### config.mk
export PLATFORM = sky130hd
export DESIGN_NAME = result_bcd_display_flat
export DESIGN_NICKNAME = d
export VERILOG_FILES = /design/src/rtl/result_bcd_display_if.sv /design/src/rtl/result_bcd_display.sv /design/src/flat_wrapper.sv
export SDC_FILE = /design/constraint.sdc
export NUM_CORES = 1
export LEC_CHECK = 0
export BUFFER_PORTS_ARGS = -buffer_cell sky130_fd_sc_hd__clkbuf_2
export CORE_AREA = 4 4 107 89
export CTS_BUF_LIST = sky130_fd_sc_hd__clkbuf_8
export CTS_CLUSTER_DIAMETER = 150
export DETAILED_ROUTE_END_ITERATION = 8
export DIE_AREA = 0 0 111 93
export SLEW_MARGIN = 20
export SYNTH_ARGS = -nofsm -noshare
export SYNTH_HDL_FRONTEND = slang
export SYNTH_SLANG_ARGS = --single-unit
### constraint.sdc
create_clock -name clk -period 3.94 [get_ports clk]
set_clock_uncertainty 0.05 [all_clocks]
set_input_delay 0.394 -clock clk [delete_from_list [all_inputs] [get_ports clk]]
set_output_delay 0.394 -clock clk [all_outputs]
set_load 0.01 [all_outputs]
### src/rtl/result_bcd_display_if.sv
// ----------------------------------------------------------------------------
// result_bcd_display_if
// Groups the request/response signals between the calculator controller (the
// master) and the binary-to-BCD converter (the slave).
//   result       master->slave  value to convert (two's complement when signed)
//   result_valid master->slave  conversion request
//   busy         slave->master  conversion in progress
//   done         slave->master  one-cycle pulse; output set updated this cycle
//   bcd_out      slave->master  magnitude digits, [3:0] is the ones digit
//   negative     slave->master  sign of the last converted value
//   digit_blank  slave->master  bit i set: digit i is a leading zero
// ----------------------------------------------------------------------------
interface result_bcd_display_if #(
    parameter int WIDTH  = 16,
    parameter int DIGITS = 5
);
    logic [WIDTH-1:0]    result;
    logic                result_valid;
    logic                busy;
    logic                done;
    logic [4*DIGITS-1:0] bcd_out;
    logic                negative;
    logic [DIGITS-1:0]   digit_blank;

    modport master (
        output result,
        output result_valid,
        input  busy,
        input  done,
        input  bcd_out,
        input  negative,
        input  digit_blank
    );

    modport slave (
        input  result,
        input  result_valid,
        output busy,
        output done,
        output bcd_out,
        output negative,
        output digit_blank
    );
endinterface

### src/rtl/result_bcd_display.sv
// ----------------------------------------------------------------------------
// result_bcd_display
// Sequential double-dabble converter: turns the controller's WIDTH-bit result
// into a sign flag plus DIGITS BCD digits for the 7-segment mux, one shift per
// clock, with a start/done handshake.
// Ports:
//   clk  in  system clock, rising edge
//   RST  in  synchronous active-high reset (aborts a running conversion)
//   bus  slave modport of result_bcd_display_if (request and output set)
// ----------------------------------------------------------------------------
module result_bcd_display #(
    parameter int WIDTH  = 16,
    parameter int DIGITS = 5,
    parameter int SIGNED = 1
) (
    input  logic                    clk,
    input  logic                    RST,
    result_bcd_display_if.slave     bus
);
    localparam int SW = 4 * DIGITS;
    localparam int CW = $clog2(WIDTH) + 1;

    typedef enum logic [1:0] {
        IDLE  = 2'd0,
        SHIFT = 2'd1,
        DONE  = 2'd2
    } state_t;

    state_t            state_q, state_d;
    logic [CW-1:0]     count_q, count_d;
    logic [WIDTH-1:0]  mag_q, mag_d;
    logic [SW-1:0]     scratch_q, scratch_d;
    logic              neg_q, neg_d;
    logic [SW-1:0]     bcd_q, bcd_d;
    logic              negative_q, negative_d;
    logic [DIGITS-1:0] blank_q, blank_d;
    logic              done_q, done_d;

    logic [SW-1:0]     adj_s;
    logic [DIGITS-1:0] blank_s;
    logic              in_neg_s;
    logic [WIDTH-1:0]  abs_s;

    // Reset value of digit_blank: every digit but the ones digit is blanked.
    localparam logic [DIGITS-1:0] BLANK_RST = {{(DIGITS-1){1'b1}}, 1'b0};

    // Sign and magnitude of the incoming request; magnitude is unsigned so the
    // most negative value maps to 2**(WIDTH-1).
    always_comb begin
        in_neg_s = 1'b0;
        abs_s    = bus.result;
        if (SIGNED != 0) begin
            in_neg_s = bus.result[WIDTH-1];
        end else begin
            in_neg_s = 1'b0;
        end
        if (in_neg_s) begin
            abs_s = ~bus.result + {{(WIDTH-1){1'b0}}, 1'b1};
        end else begin
            abs_s = bus.result;
        end
    end

    // Double-dabble correction: every nibble >= 5 gets +3 before the shift.
    always_comb begin
        adj_s = scratch_q;
        for (int i = 0; i < DIGITS; i++) begin
            if (scratch_q[4*i +: 4] >= 4'd5) begin
                adj_s[4*i +: 4] = scratch_q[4*i +: 4] + 4'd3;
            end else begin
                adj_s[4*i +: 4] = scratch_q[4*i +: 4];
            end
        end
    end

    // Leading-zero map: digit i is blank when it and every higher digit is zero;
    // the ones digit always shows.
    always_comb begin
        logic zero_above;
        zero_above = 1'b1;
        blank_s    = '0;
        for (int i = DIGITS - 1; i >= 1; i--) begin
            zero_above = zero_above & (scratch_q[4*i +: 4] == 4'd0);
            blank_s[i] = zero_above;
        end
        blank_s[0] = 1'b0;
    end

    // Next-state and datapath control for IDLE -> SHIFT -> DONE -> IDLE.
    always_comb begin
        state_d    = state_q;
        count_d    = count_q;
        mag_d      = mag_q;
        scratch_d  = scratch_q;
        neg_d      = neg_q;
        bcd_d      = bcd_q;
        negative_d = negative_q;
        blank_d    = blank_q;
        done_d     = 1'b0;
        case (state_q)
            IDLE: begin
                if (bus.result_valid) begin
                    neg_d     = in_neg_s;
                    mag_d     = abs_s;
                    scratch_d = '0;
                    count_d   = '0;
                    state_d   = SHIFT;
                end else begin
                    state_d = IDLE;
                end
            end
            SHIFT: begin
                scratch_d = {adj_s[SW-2:0], mag_q[WIDTH-1]};
                mag_d     = {mag_q[WIDTH-2:0], 1'b0};
                count_d   = count_q + {{(CW-1){1'b0}}, 1'b1};
                if (count_q == CW'(WIDTH - 1)) begin
                    state_d = DONE;
                end else begin
                    state_d = SHIFT;
                end
            end
            DONE: begin
                // Outputs only ever change here, so no partial shift data leaks.
                bcd_d      = scratch_q;
                negative_d = neg_q;
                blank_d    = blank_s;
                done_d     = 1'b1;
                state_d    = IDLE;
            end
            default: begin
                state_d = IDLE;
            end
        endcase
    end

    // State and output registers with synchronous reset.
    always_ff @(posedge clk) begin
        if (RST) begin
            state_q    <= IDLE;
            count_q    <= '0;
            mag_q      <= '0;
            scratch_q  <= '0;
            neg_q      <= 1'b0;
            bcd_q      <= '0;
            negative_q <= 1'b0;
            blank_q    <= BLANK_RST;
            done_q     <= 1'b0;
        end else begin
            state_q    <= state_d;
            count_q    <= count_d;
            mag_q      <= mag_d;
            scratch_q  <= scratch_d;
            neg_q      <= neg_d;
            bcd_q      <= bcd_d;
            negative_q <= negative_d;
            blank_q    <= blank_d;
            done_q     <= done_d;
        end
    end

    assign bus.busy        = (state_q != IDLE);
    assign bus.done        = done_q;
    assign bus.bcd_out     = bcd_q;
    assign bus.negative    = negative_q;
    assign bus.digit_blank = blank_q;
endmodule
### src/flat_wrapper.sv
// flat-port wrapper written by rule: the top's interface ports become plain ports
module result_bcd_display_flat 
#(
    parameter int WIDTH  = 16,
    parameter int DIGITS = 5,
    parameter int SIGNED = 1
)
  (clk, RST, bus_result, bus_result_valid, bus_busy, bus_done, bus_bcd_out, bus_negative, bus_digit_blank);
  result_bcd_display_if #(.WIDTH(WIDTH), .DIGITS(DIGITS)) bus_i ();
  input  logic clk;
  input  logic RST;
  input wire logic [$bits(bus_i.result)-1:0] bus_result;
  input wire logic [$bits(bus_i.result_valid)-1:0] bus_result_valid;
  output wire logic [$bits(bus_i.busy)-1:0] bus_busy;
  output wire logic [$bits(bus_i.done)-1:0] bus_done;
  output wire logic [$bits(bus_i.bcd_out)-1:0] bus_bcd_out;
  output wire logic [$bits(bus_i.negative)-1:0] bus_negative;
  output wire logic [$bits(bus_i.digit_blank)-1:0] bus_digit_blank;
  assign bus_i.result = bus_result;
  assign bus_i.result_valid = bus_result_valid;
  assign bus_busy = bus_i.busy;
  assign bus_done = bus_i.done;
  assign bus_bcd_out = bus_i.bcd_out;
  assign bus_negative = bus_i.negative;
  assign bus_digit_blank = bus_i.digit_blank;
  result_bcd_display #(.WIDTH(WIDTH), .DIGITS(DIGITS), .SIGNED(SIGNED)) u_core (.clk(clk), .RST(RST), .bus(bus_i));
endmodule
# == Yosys cells after proc, flatten, opt, wreduce, memory -nomap -nowiden ==
# Cells that the tools add are included.
# classes
n_addsub,7
n_lt_le_gt_ge,5
eq_ne,4
mux,16
bitwise,4
n_reduce_logical,9
# ops
op,count
$pmux 20 s2,1
$mux 16,2
$pmux 16 s2,1
$ge 4x3->1 const B,5
$mux 20,1
$add 16x1->16 const B,1
$add 4x2->4 const B,4
$logic_not 4->1,4
$mux 4,4
$not 16->16,1
$pmux 5 s2,1
$add 5x1->5 const B,1
$eq 5x4->1 const B,1
$mux 5,1
$pmux 2 s2,1
$reduce_and 2->1,2
$reduce_bool 2->1,2
$add 3x2->3 const B,1
$and 1x1->1,3
$mux 3,1
$eq 2x1->1 const B,1
$eq 2x2->1 const B,1
$logic_not 2->1,1
$mux 1,2
2 further kinds,2
# word_totals
register_bits,70
in_bits,19
word_cells,54

# == Logic depth before layout (Yosys ltp) ==
# Gate-level depths: netlist of run 1.
# logic_depth
word_depth,5
depth_mapped,7

# == Least setup slack after synthesis of run 1 ==
# Ideal clock, no wire load.
# synth_timing
path_type,input port to flip-flop
startpoint,in bus_result[10]
endpoint,reg u_core.mag_q[14]
setup_time_ps,135
t_arrival_ps,1609
setup_slack_ps,2147
path_stages,5
n_path_buf,0
path_cell_list,or4_4 or3_4 o21ai_2 xor2_1 o22ai_1
# synth_via
elab_chain_cells,5
# synth_rtl
item,line,rtl
"start, declared",flat_wrapper.sv:12,input wire logic [$bits(bus_i.result)-1:0] bus_result;
$not 16->16,result_bcd_display.sv:58,"abs_s = ~bus.result + {{(WIDTH-1){1'b0}}, 1'b1};"
$add 16x1->16,result_bcd_display.sv:58,
$mux 16,result_bcd_display.sv:57,if (in_neg_s) begin
$mux 16,result_bcd_display.sv:102,if (bus.result_valid) begin
$pmux 16 s2,result_bcd_display.sv:100,case (state_q)
"end signal, assigned",result_bcd_display.sv:151,mag_q <= mag_d;
"end, declared",result_bcd_display.sv:31,"logic [WIDTH-1:0] mag_q, mag_d;"
# Every way passes these cells. The select of a mux whose other input is x is not followed.
# A chain may end at the register's enable or synchronous reset.

# == Final worst setup path of run 1 ==
# layout_timing
startpoint,reg u_core.state_q[1]
endpoint,reg u_core.scratch_q[19]
# layout_via
elab_chain_cells,3
# layout_rtl
item,line,rtl
"start, declared",result_bcd_display.sv:29,"state_t state_q, state_d;"
"start signal, assigned",result_bcd_display.sv:149,state_q <= state_d;
$eq 2x1->1 / $logic_not 2->1 (equally long branches),result_bcd_display.sv:100,
$reduce_bool 2->1 (no line) / $ne 2x2->1 (equally long branches),-,
$reduce_and 2->1 (no line),-,
"end signal, assigned",result_bcd_display.sv:152,scratch_q <= scratch_d;
"end, declared",result_bcd_display.sv:32,"logic [SW-1:0] scratch_q, scratch_d;"
# Parallel ways exist; a longest one is shown, timed or not.

==> key figures, run 1 <==
Run status
  • Status: finished clean

Timing
  • Final min period: 1845 ps
  • RSZ-0062 raised after global routing: no
  • Max Freq: 542.1 MHz
  • Worst slew pin tran: 702.8 ps
  • Max_slew headroom: 0.5303
  • Final hold vios: 0
  • # setup viols final: 0
  • Pins Over Slew Limit: 0
  • Final WS setup: 2095 ps
  • Setup tns final: 0 ps
  • Final worst-path cycle share: 0.4682

Die
  • Die H: 93 µm
  • FP Rows: 30
  • Core area: 8371 µm²
  • Starting density of the core: 0.3967
  • # IOs: 47
  • Die Wd: 111 µm
  • Die area: 10320 µm²

Yosys
  • Synth warn: 0
  • Post-synthesis async set-or-reset flop share: 0
  • Post-synth EDFFs: 0
  • Yosys top cell area share: 0.4220
  • Largest area contributor in the netlist: dfxtp_1
  • Seq/Total Area, Yosys: 0.4220
  • Synth area leaders: dfxtp_1 42%, a21oi_1 7.5%, nand2_1 7.3%, ha_1 6.0%, nor2_1 4.2%
  • Mapped Cells: 412
  • Synthesized area per cell: 8.060 µm²
  • Syn_nets: 447
  • Post-Synthesis Cell Area: 3321 µm²
  • Prevailing post-synth register cell: dfxtp_1
  • Netlist cell types: 46
  • #FFs+latches synth: 70

Route
  • Vias: 2923
  • Drt via density: 5.210
  • ANT nets after route: 0
  • DR DRC count: 0
  • DR iter-0 viols: 102
  • Total Routed Length: 7.219 mm
  • WL/cell: 12.87 µm
  • Drt pass-1 iters: 5

Cells and area
  • Fill count: 827
  • Final instance area: 3880 µm²
  • Final net count: 479
  • Share of the core filled with cells: 0.4635
  • Synthesis-to-layout area growth: 16.84%
  • N_diodes: 0
  • Layout cells sized above 1: 0.1581
  • Commonest cells after routing, fill and taps aside: 70 x dfxtp_1, 65 x nand2_1, 50 x a21oi_1, 45 x clkbuf_2, 36 x nor2_1
  • Commonest non-fill, non-tap cell in the layout: dfxtp_1

Worst hold path
  • HP Class: input port to register

CTS
  • Max Root-Sink Buffers: 2
  • TritonCTS Buffers: 9
  • Setup Buffers After CTS: 0
  • CTS tree: done
  • Clock tree root buffer cell: clkbuf_8
  • TritonCTS Sinks: 70
  • CTS clk-pin slew, worst paths: 80 ps
  • Clock latency on the worst-skew pair: 340 ps
  • H-tree levels: 3
  • # resized after CTS: 0
  • Post-CTS Hold Buffers: 0

Setup path
  • WP data required: 4150 ps
  • CP max FO: 31
  • Crit-path slowest cell: nor2_4
  • Delay-heaviest family, CP: simple AND/OR/NAND/NOR gates
  • CP Launch Type: register
  • CP peak stage delay: 580 ps
  • Worst EP arrival: 2050 ps
  • Worst path cell trace: nor2_1 -> and2_1 -> nor2_4 -> o21ai_0 -> a21oi_1
  • Setup CP Type: register to register
  • CP endpoint kind: register
  • Buffers & Inverters on Critical Path: 0

Power and ir drop
  • Pwr dens: 417.6 nW/µm²
  • Worst IR Drop VDD: 165.3 µV
  • LEAKAGE: 0.001520 µW

Global route
  • Largest net degree at the start of global routing: 40
  • Total grt overflow: 0
  • First-pass GRT wire length: 12.54 mm
  • Vias in the first global route: 2797
  • GRT Total Usage: 0.1452
  • Antenna violations before repair: 0

Place
  • PortBufs: 45
  • Placed cell areas: 3610 µm²
  • HPWL after DPL: 4.789 mm
  • Routability cong.: 0.8046
  • Setup Slack @ Placement: 1957 ps

Job
  • Max Cap Viol: 0
sequential cells by signal, indices dropped and copies added, names as in the netlist:
name and flops:
u_core.neg_q 1, u_core.count_q 5, u_core.scratch_q 20, u_core.bus.bcd_out 20, u_core.bus.negative 1, u_core.bus.done 1
u_core.state_q 2, u_core.bus.digit_blank 4, u_core.mag_q 16
per-stage QoR:
step,power [µW],cells,hold slack [ps]
after floorplan,830.5,412,382.1
after global placement,863.4,545,393.8
after detailed placement,864.9,545,398.1
after CTS,1639,561,285.0
after global routing,1681,561,307.7
final,1620,561,303.8
Yosys cell counts, types with 2 or more instances:
library cell	count
a21o_1	2
clkbuf_1	18
dfxtp_1	70
nor2_1	37
a221oi_1	3
nor3_1	7
ha_1	16
o21ai_1	4
o211ai_1	3
nand3_1	11
buf_2	5
o31ai_1	2
a22oi_1	15
nand2b_1	10
a21oi_1	50
a31oi_1	2
inv_1	15
a32oi_1	2
o22ai_1	9
a211o_1	2
nand2_1	65
buf_1	3
xor2_1	11
and2_1	2
xnor2_1	8
nor2b_1	2
o21ai_0	12
mux2i_1	3
and3_1	6
cell type report:
cell class / instances / area, µm² / area share
multi-input combinational: 300 / 1764 / 0.4547
timing repair buffer: 48 / 247.7 / 0.06385
sequential: 70 / 1401 / 0.3612
clock inverter: 6 / 132.6 / 0.03418
clock buffer: 10 / 137.6 / 0.03547
tap: 112 / 140.1 / 0.03612
inverter: 15 / 56.30 / 0.01451
worst register-to-register path, stage by stage, from the launching register on:
cell and delay (ps):
dfxtp_1 410, nor2_1 100, and2_1 270, nor2_4 590, o21ai_0 200, a21oi_1 140
per-layer routing:
| layer | global-route usage | share of wire |
|---|---|---|
| met5 | 0 | 0 |
| met4 | 0.04718 | 0.015 |
| met3 | 0.04269 | 0.034 |
| met2 | 0.2424 | 0.46 |
| met1 | 0.1812 | 0.49 |
final timing paths:
check	start	end	slack [ps]	cells after the start
setup / recovery	u_core.state_q[1]	u_core.scratch_q[19]	2100	5
hold reg to reg	u_core.bus.bcd_out[15]	u_core.bus.bcd_out[15]	400	2
setup reg to reg	u_core.state_q[1]	u_core.scratch_q[19]	2100	5
hold / removal	bus_result[14]	u_core.mag_q[14]	300	3
power by group:
part | internal (µW) | switching [µW] | total, µW | leakage, µW
sequential | 723 | 9.30 | 733 | 0.000567
clock | 501 | 271 | 772 | 0.000132
combinational | 38.7 | 77.1 | 116 | 0.000820
total | 1260 | 357 | 1620 | 0.00152
logic make-up (layout without fill, tap and decap cells):
group | after synthesis | after routing | synth area share
fa+ha+maj | 16 | 16 | 0.06029
flops | 70 | 70 | 0.4220
mux | 3 | 3 | 0.009043
buf+inv | 42 | 79 | 0.05049
simple gates | 149 | 149 | 0.2031
xor+xnor | 19 | 19 | 0.05011
compound gates | 112 | 112 | 0.2038
other cells | 1 | 1 | 0.001129
(Power assumes the default switching activity.)
==> run 2: changes to the inputs <==
clock period = 1.9 ns   (was 3.94 ns; I/O delays follow)
==> key figures, run 2 (synthesis gave the netlist of run 1 again) <==
Route
  • DR iter-0 viols: 210 (+110%)
  • Total Routed Length: 7.314 mm (+1.3%)
  • ANT nets after route: 0 (unchanged)
  • Vias: 2899 (-0.82%)
  • Drt via density: 5.095 (-2.2%)
  • WL/cell: 12.85 µm (-0.11%)
  • Drt pass-1 iters: 4 (-1)
  • DR DRC count: 0 (unchanged)

Timing
  • Final hold vios: 0 (unchanged)
  • Final min period: 1660 ps (-184.2 ps)
  • Final worst-path cycle share: 0.8739 (+0.4057)
  • Pins Over Slew Limit: 0 (unchanged)
  • Setup tns final: 0 ps (unchanged)
  • Max Freq: 602.3 MHz (+11%)
  • Hold Slack: 98.71 ps (-205.1 ps)
  • # setup viols final: 0 (unchanged)
  • RSZ-0062 raised after global routing: no

CTS
  • Post-CTS Hold Buffers: 0 (unchanged)
  • Setup Buffers After CTS: 0 (unchanged)
  • TritonCTS Sinks: 70 (unchanged)
  • CTS tree: done
  • H-tree levels: 3 (unchanged)
  • Clock latency on the worst-skew pair: 340 ps (about the same)
  • Max Root-Sink Buffers: 2 (unchanged)
  • Clock tree root buffer cell: clkbuf_8
  • TritonCTS Buffers: 9 (unchanged)
  • CTS clk-pin slew, worst paths: 80 ps (about the same)
  • # resized after CTS: 0 (unchanged)

Job
  • Max Cap Viol: 0 (unchanged)

Die
  • Die area: 10320 µm² (unchanged)
  • Core area: 8371 µm² (unchanged)
  • FP Rows: 30 (unchanged)
  • Starting density of the core: 0.3967 (unchanged)
  • Die Wd: 111 µm (unchanged)
  • Die H: 93 µm (unchanged)
  • # IOs: 47 (unchanged)

Setup path
  • Worst path cell trace: inv_1 -> ha_1 -> nand2_1 -> or4_1 -> o21ai_0
  • Crit-path slowest cell: or4_1
  • Setup CP Type: register to register
  • CP Launch Type: register
  • CP max FO: 5 (-84%)
  • Worst EP arrival: 1880 ps (-170 ps)
  • CP endpoint kind: register
  • WP data required: 2110 ps (-2040 ps)
  • Setup slack on the worst flop-to-flop path: 240 ps (-1860 ps)
  • CP peak stage delay: 580 ps (about the same)

Power and ir drop
  • Pwr Total: 2986 µW (+84%)
  • Clock Power Share: 0.402 (-0.074)
  • Sequential share of power: 0.509 (+0.057)
  • Net Sw Power: 717.9 µW (+100%)
  • Internal: 2268 µW (+80%)
  • Comb pwr share: 0.089 (+0.018)
  • Worst IR Drop VDD: 343.3 µV (+110%)
  • Pwr dens: 767.9 nW/µm² (+84%)
  • Switching Fraction: 0.2404 (+0.01985)
  • LEAKAGE: 0.001541 µW (+1.4%)

Global route
  • Largest net degree at the start of global routing: 71 (+78%)
  • Antenna violations before repair: 0 (unchanged)
  • GRT Total Usage: 0.1464 (+0.001170)
  • Total grt overflow: 0 (unchanged)
  • First-pass GRT wire length: 12.61 mm (+0.61%)
  • Vias in the first global route: 2754 (-1.5%)

Place
  • Placed cell areas: 3687 µm² (+2.1%)
  • HPWL after DPL: 4.924 mm (+2.8%)
  • PortBufs: 45 (unchanged)
  • Routability cong.: 0.7610 (-5.4%)

Cells and area
  • Commonest cells after routing, fill and taps aside: 70 x dfxtp_1, 65 x nand2_1, 50 x a21oi_1, 45 x clkbuf_2, 36 x nor2_1
  • Commonest non-fill, non-tap cell in the layout: dfxtp_1
  • Final net count: 487 (+1.7%)
  • Layout cells sized above 1: 0.1663 (+0.008173)
  • Synthesis-to-layout area growth: 17.11%
  • N_diodes: 0 (unchanged)
  • Final instance area: 3889 µm² (+0.23%)
  • Share of the core filled with cells: 0.4646 (+0.001046)

Run status
  • Status: finished clean

Worst hold path
  • HP Class: input port to register
run 2: changes by cell type in the layout (fill, tap and decap cells not counted), sizes merged:
| cell | before | now |
|---|---|---|
| bufinv | 4 | 1 |
| clkbuf | 55 | 56 |
| inv | 15 | 17 |
| buf | 3 | 11 |
run 2: worst max-delay path: cells and delay by family, from the launching register on:
kind,cells,cell delay [ps]
buffers and inverters,1,80
flip-flops,1,370
AND/OR/NAND/NOR,2,710
AO/OA/AOI/OAI,1,170
adder cells (fa/ha/maj),1,210
run 2: final timing paths:
check                                           from                        end  cells past startpoint
worst max-delay path            u_core.scratch_q[16]  u_core.bus.digit_blank[1]                      5
worst min-delay path                  bus_result[14]           u_core.mag_q[14]                      3
worst max register to register  u_core.scratch_q[16]  u_core.bus.digit_blank[1]                      5
worst min register to register   u_core.bus.negative        u_core.bus.negative                      2
run 2: layout make-up:
type / instances / area [µm²]
Fill cell: 811 / 4482
Multi-Input combinational cell: 300 / 1757
Sequential cell: 70 / 1401
Timing Repair Buffer: 56 / 332.8
Clock buffer: 11 / 151.4
Tap cell: 112 / 140.1
Inverter: 15 / 56.30
Clock inverter: 5 / 50.05
run 2: power groups by stage:
stage	Sequential, µW	Combinational, µW	Clock (µW)
global route	1520	299	1300
global placement	1550	265	0
detailed placement	1550	268	0
finish	1520	266	1200
floorplan	1550	175	0
CTS	1520	269	1250
run 2: layer usage:
metal	GRT usage	wire, µm
met5	0	0
met4	0.04513	84
met3	0.04334	284
met2	0.2495	3401
met1	0.1793	3545
run 2: through the flow:
stage | worst slack [ps] | instances
floorplan | 310.6 | 412
finish | 239.6 | 569
CTS | 241.0 | 569
detailed placement | 141.7 | 553
global route | 132.6 | 569
global placement | 161.2 | 553
==> run 3: changes to the inputs <==
RECOVER_POWER = 50   (was not set)
==> key figures, run 3 (synthesis gave the netlist of run 1 again) <==
Run status
  • Status: finished clean

CTS
  • Setup Buffers After CTS: 0 (unchanged)
  • CTS tree: done
  • TritonCTS Buffers: 9 (unchanged)
  • Max Root-Sink Buffers: 2 (unchanged)
  • # resized after CTS: 0 (unchanged)
  • Post-CTS Hold Buffers: 0 (unchanged)
  • Clock latency on the worst-skew pair: 340 ps (about the same)
  • Clock tree root buffer cell: clkbuf_8
  • H-tree levels: 3 (unchanged)
  • CTS clk-pin slew, worst paths: 80 ps (about the same)
  • TritonCTS Sinks: 70 (unchanged)

Timing
  • RSZ-0062 raised after global routing: no
  • Setup tns final: 0 ps (unchanged)
  • Pins Over Slew Limit: 0 (unchanged)
  • Final worst-path cycle share: 0.8810 (+0.007174)
  • # setup viols final: 0 (unchanged)
  • Max_slew headroom: 0.6037
  • Final min period: 1674 ps (+13.63 ps)
  • Max Freq: 597.4 MHz (-0.81%)
  • Final hold vios: 0 (unchanged)
  • Final WS setup: 226.0 ps (-13.63 ps)
  • Worst slew pin tran: 594.4 ps

Global route
  • Busiest layer in global routing: met2
  • M2 GR Usage: 0.2495 (unchanged)
  • Met1 Usage GRT: 0.1793 (unchanged)
  • Met3 Use GR: 0.04334 (unchanged)
  • GRT Total Usage: 0.1464 (unchanged)
  • Vias in the first global route: 2754 (unchanged)
  • First-pass GRT wire length: 12.61 mm (unchanged)
  • Antenna violations before repair: 0 (unchanged)
  • Total grt overflow: 0 (unchanged)
  • Largest net degree at the start of global routing: 71 (unchanged)

Route
  • Total Routed Length: 7.322 mm (+0.11%)
  • DR iter-0 viols: 226 (+7.6%)
  • ANT nets after route: 0 (unchanged)
  • DR DRC count: 0 (unchanged)
  • Vias: 2893 (-0.21%)
  • Drt pass-1 iters: 4 (unchanged)
  • WL/cell: 12.87 µm (+0.11%)
  • Drt via density: 5.084 (-0.21%)

Power and ir drop
  • Pwr dens: 774.6 nW/µm² (+0.88%)
  • Worst IR Drop VDD: 343.4 µV (about the same)
  • LEAKAGE: 0.001454 µW (-5.6%)

Die
  • Die Wd: 111 µm (unchanged)
  • Core area: 8371 µm² (unchanged)
  • Die area: 10320 µm² (unchanged)
  • Die H: 93 µm (unchanged)
  • Starting density of the core: 0.3967 (unchanged)
  • FP Rows: 30 (unchanged)
  • # IOs: 47 (unchanged)

Setup path
  • Setup CP Type: register to register
  • CP max FO: 5 (unchanged)
  • Worst R2R Path Depth: 5 (unchanged)
  • Worst EP arrival: 1890 ps (about the same)
  • CP endpoint kind: register
  • CP Launch Type: register
  • WP data required: 2110 ps (about the same)

Place
  • HPWL after DPL: 4.924 mm (unchanged)
  • Placed insts: 553 (unchanged)
  • Routability cong.: 0.7610 (unchanged)
  • PortBufs: 45 (unchanged)
  • Setup Slack @ Placement: 141.7 ps (unchanged)
  • Placed cell areas: 3687 µm² (unchanged)

Cells and area
  • Synthesis-to-layout area growth: 15.98%
  • Commonest non-fill, non-tap cell in the layout: dfxtp_1
  • Final net count: 487 (unchanged)
  • N_diodes: 0 (unchanged)
  • Fill count: 825 (+1.7%)
  • Commonest cells after routing, fill and taps aside: 70 x dfxtp_1, 65 x nand2_1, 50 x a21oi_1, 37 x nor2_1, 26 x clkbuf_1
  • Fin cells: 569 (unchanged)
  • Layout cells sized above 1: 0.1072 (-0.05908)
  • Final instance area: 3851 µm² (-0.97%)

Worst hold path
  • WHS Path Cells: 3 (unchanged)
  • HP Class: input port to register

Job
  • Max Cap Viol: 0 (unchanged)
[run 3: changes by cell type in the layout (fill, tap and decap cells not counted)]
cell,change
buf_4,-1
clkbuf_1,+26
clkbuf_2,-25
nor2_1,+1
nor2_2,-1
[run 3: final timing paths]
check	to	start	slack, ps
setup / recovery	u_core.bus.digit_blank[1]	u_core.scratch_q[16]	230
hold / removal	u_core.mag_q[14]	bus_result[14]	100
setup reg to reg	u_core.bus.digit_blank[1]	u_core.scratch_q[16]	230
hold reg to reg	u_core.bus.negative	u_core.bus.negative	400
[run 3: layout make-up]
type | instances | area [µm²] | area share
Multi-Input combinational cell | 300 | 1754 | 0.4555
Clock inverter | 5 | 50.05 | 0.01300
Timing Repair Buffer | 56 | 297.8 | 0.07732
Sequential cell | 70 | 1401 | 0.3639
Tap cell | 112 | 140.1 | 0.03639
Clock buffer | 11 | 151.4 | 0.03931
Inverter | 15 | 56.30 | 0.01462
[run 3: metrics by stage]
stage | util | power [µW] | hold slack [ps]
2_1_floorplan | - | 1722 | 300.8
3_3_place_gp | 0.4405 | 1817 | 392.6
3_5_place_dp | 0.4405 | 1821 | 398.1
4_1_cts | 0.4646 | 3036 | 84.22
5_1_grt | 0.4601 | 3124 | 109.3
6_report | 0.4601 | 2983 | 98.30
[run 3: critical path, cell delays in order (launching register included)]
cell     delay (ps)
dfxtp_1         370
inv_1            80
ha_1            210
nand2_1         140
or4_1           580
o21ai_0         170
[run 3: where the power goes]
| group | switching, µW | internal, µW | total (µW) |
|---|---|---|---|
| clock | 531 | 667 | 1200 |
| sequential | 19.5 | 1500 | 1520 |
| combinational | 164 | 101 | 265 |
| total | 715 | 2270 | 2980 |
[run 3: per-layer routing]
metal  vias to the layer above  wire length [µm]
met5                         -                 0
met4                         0                84
met3                         6               262
met2                        47              3384
met1                      1339              3591
li1                       1501                 -
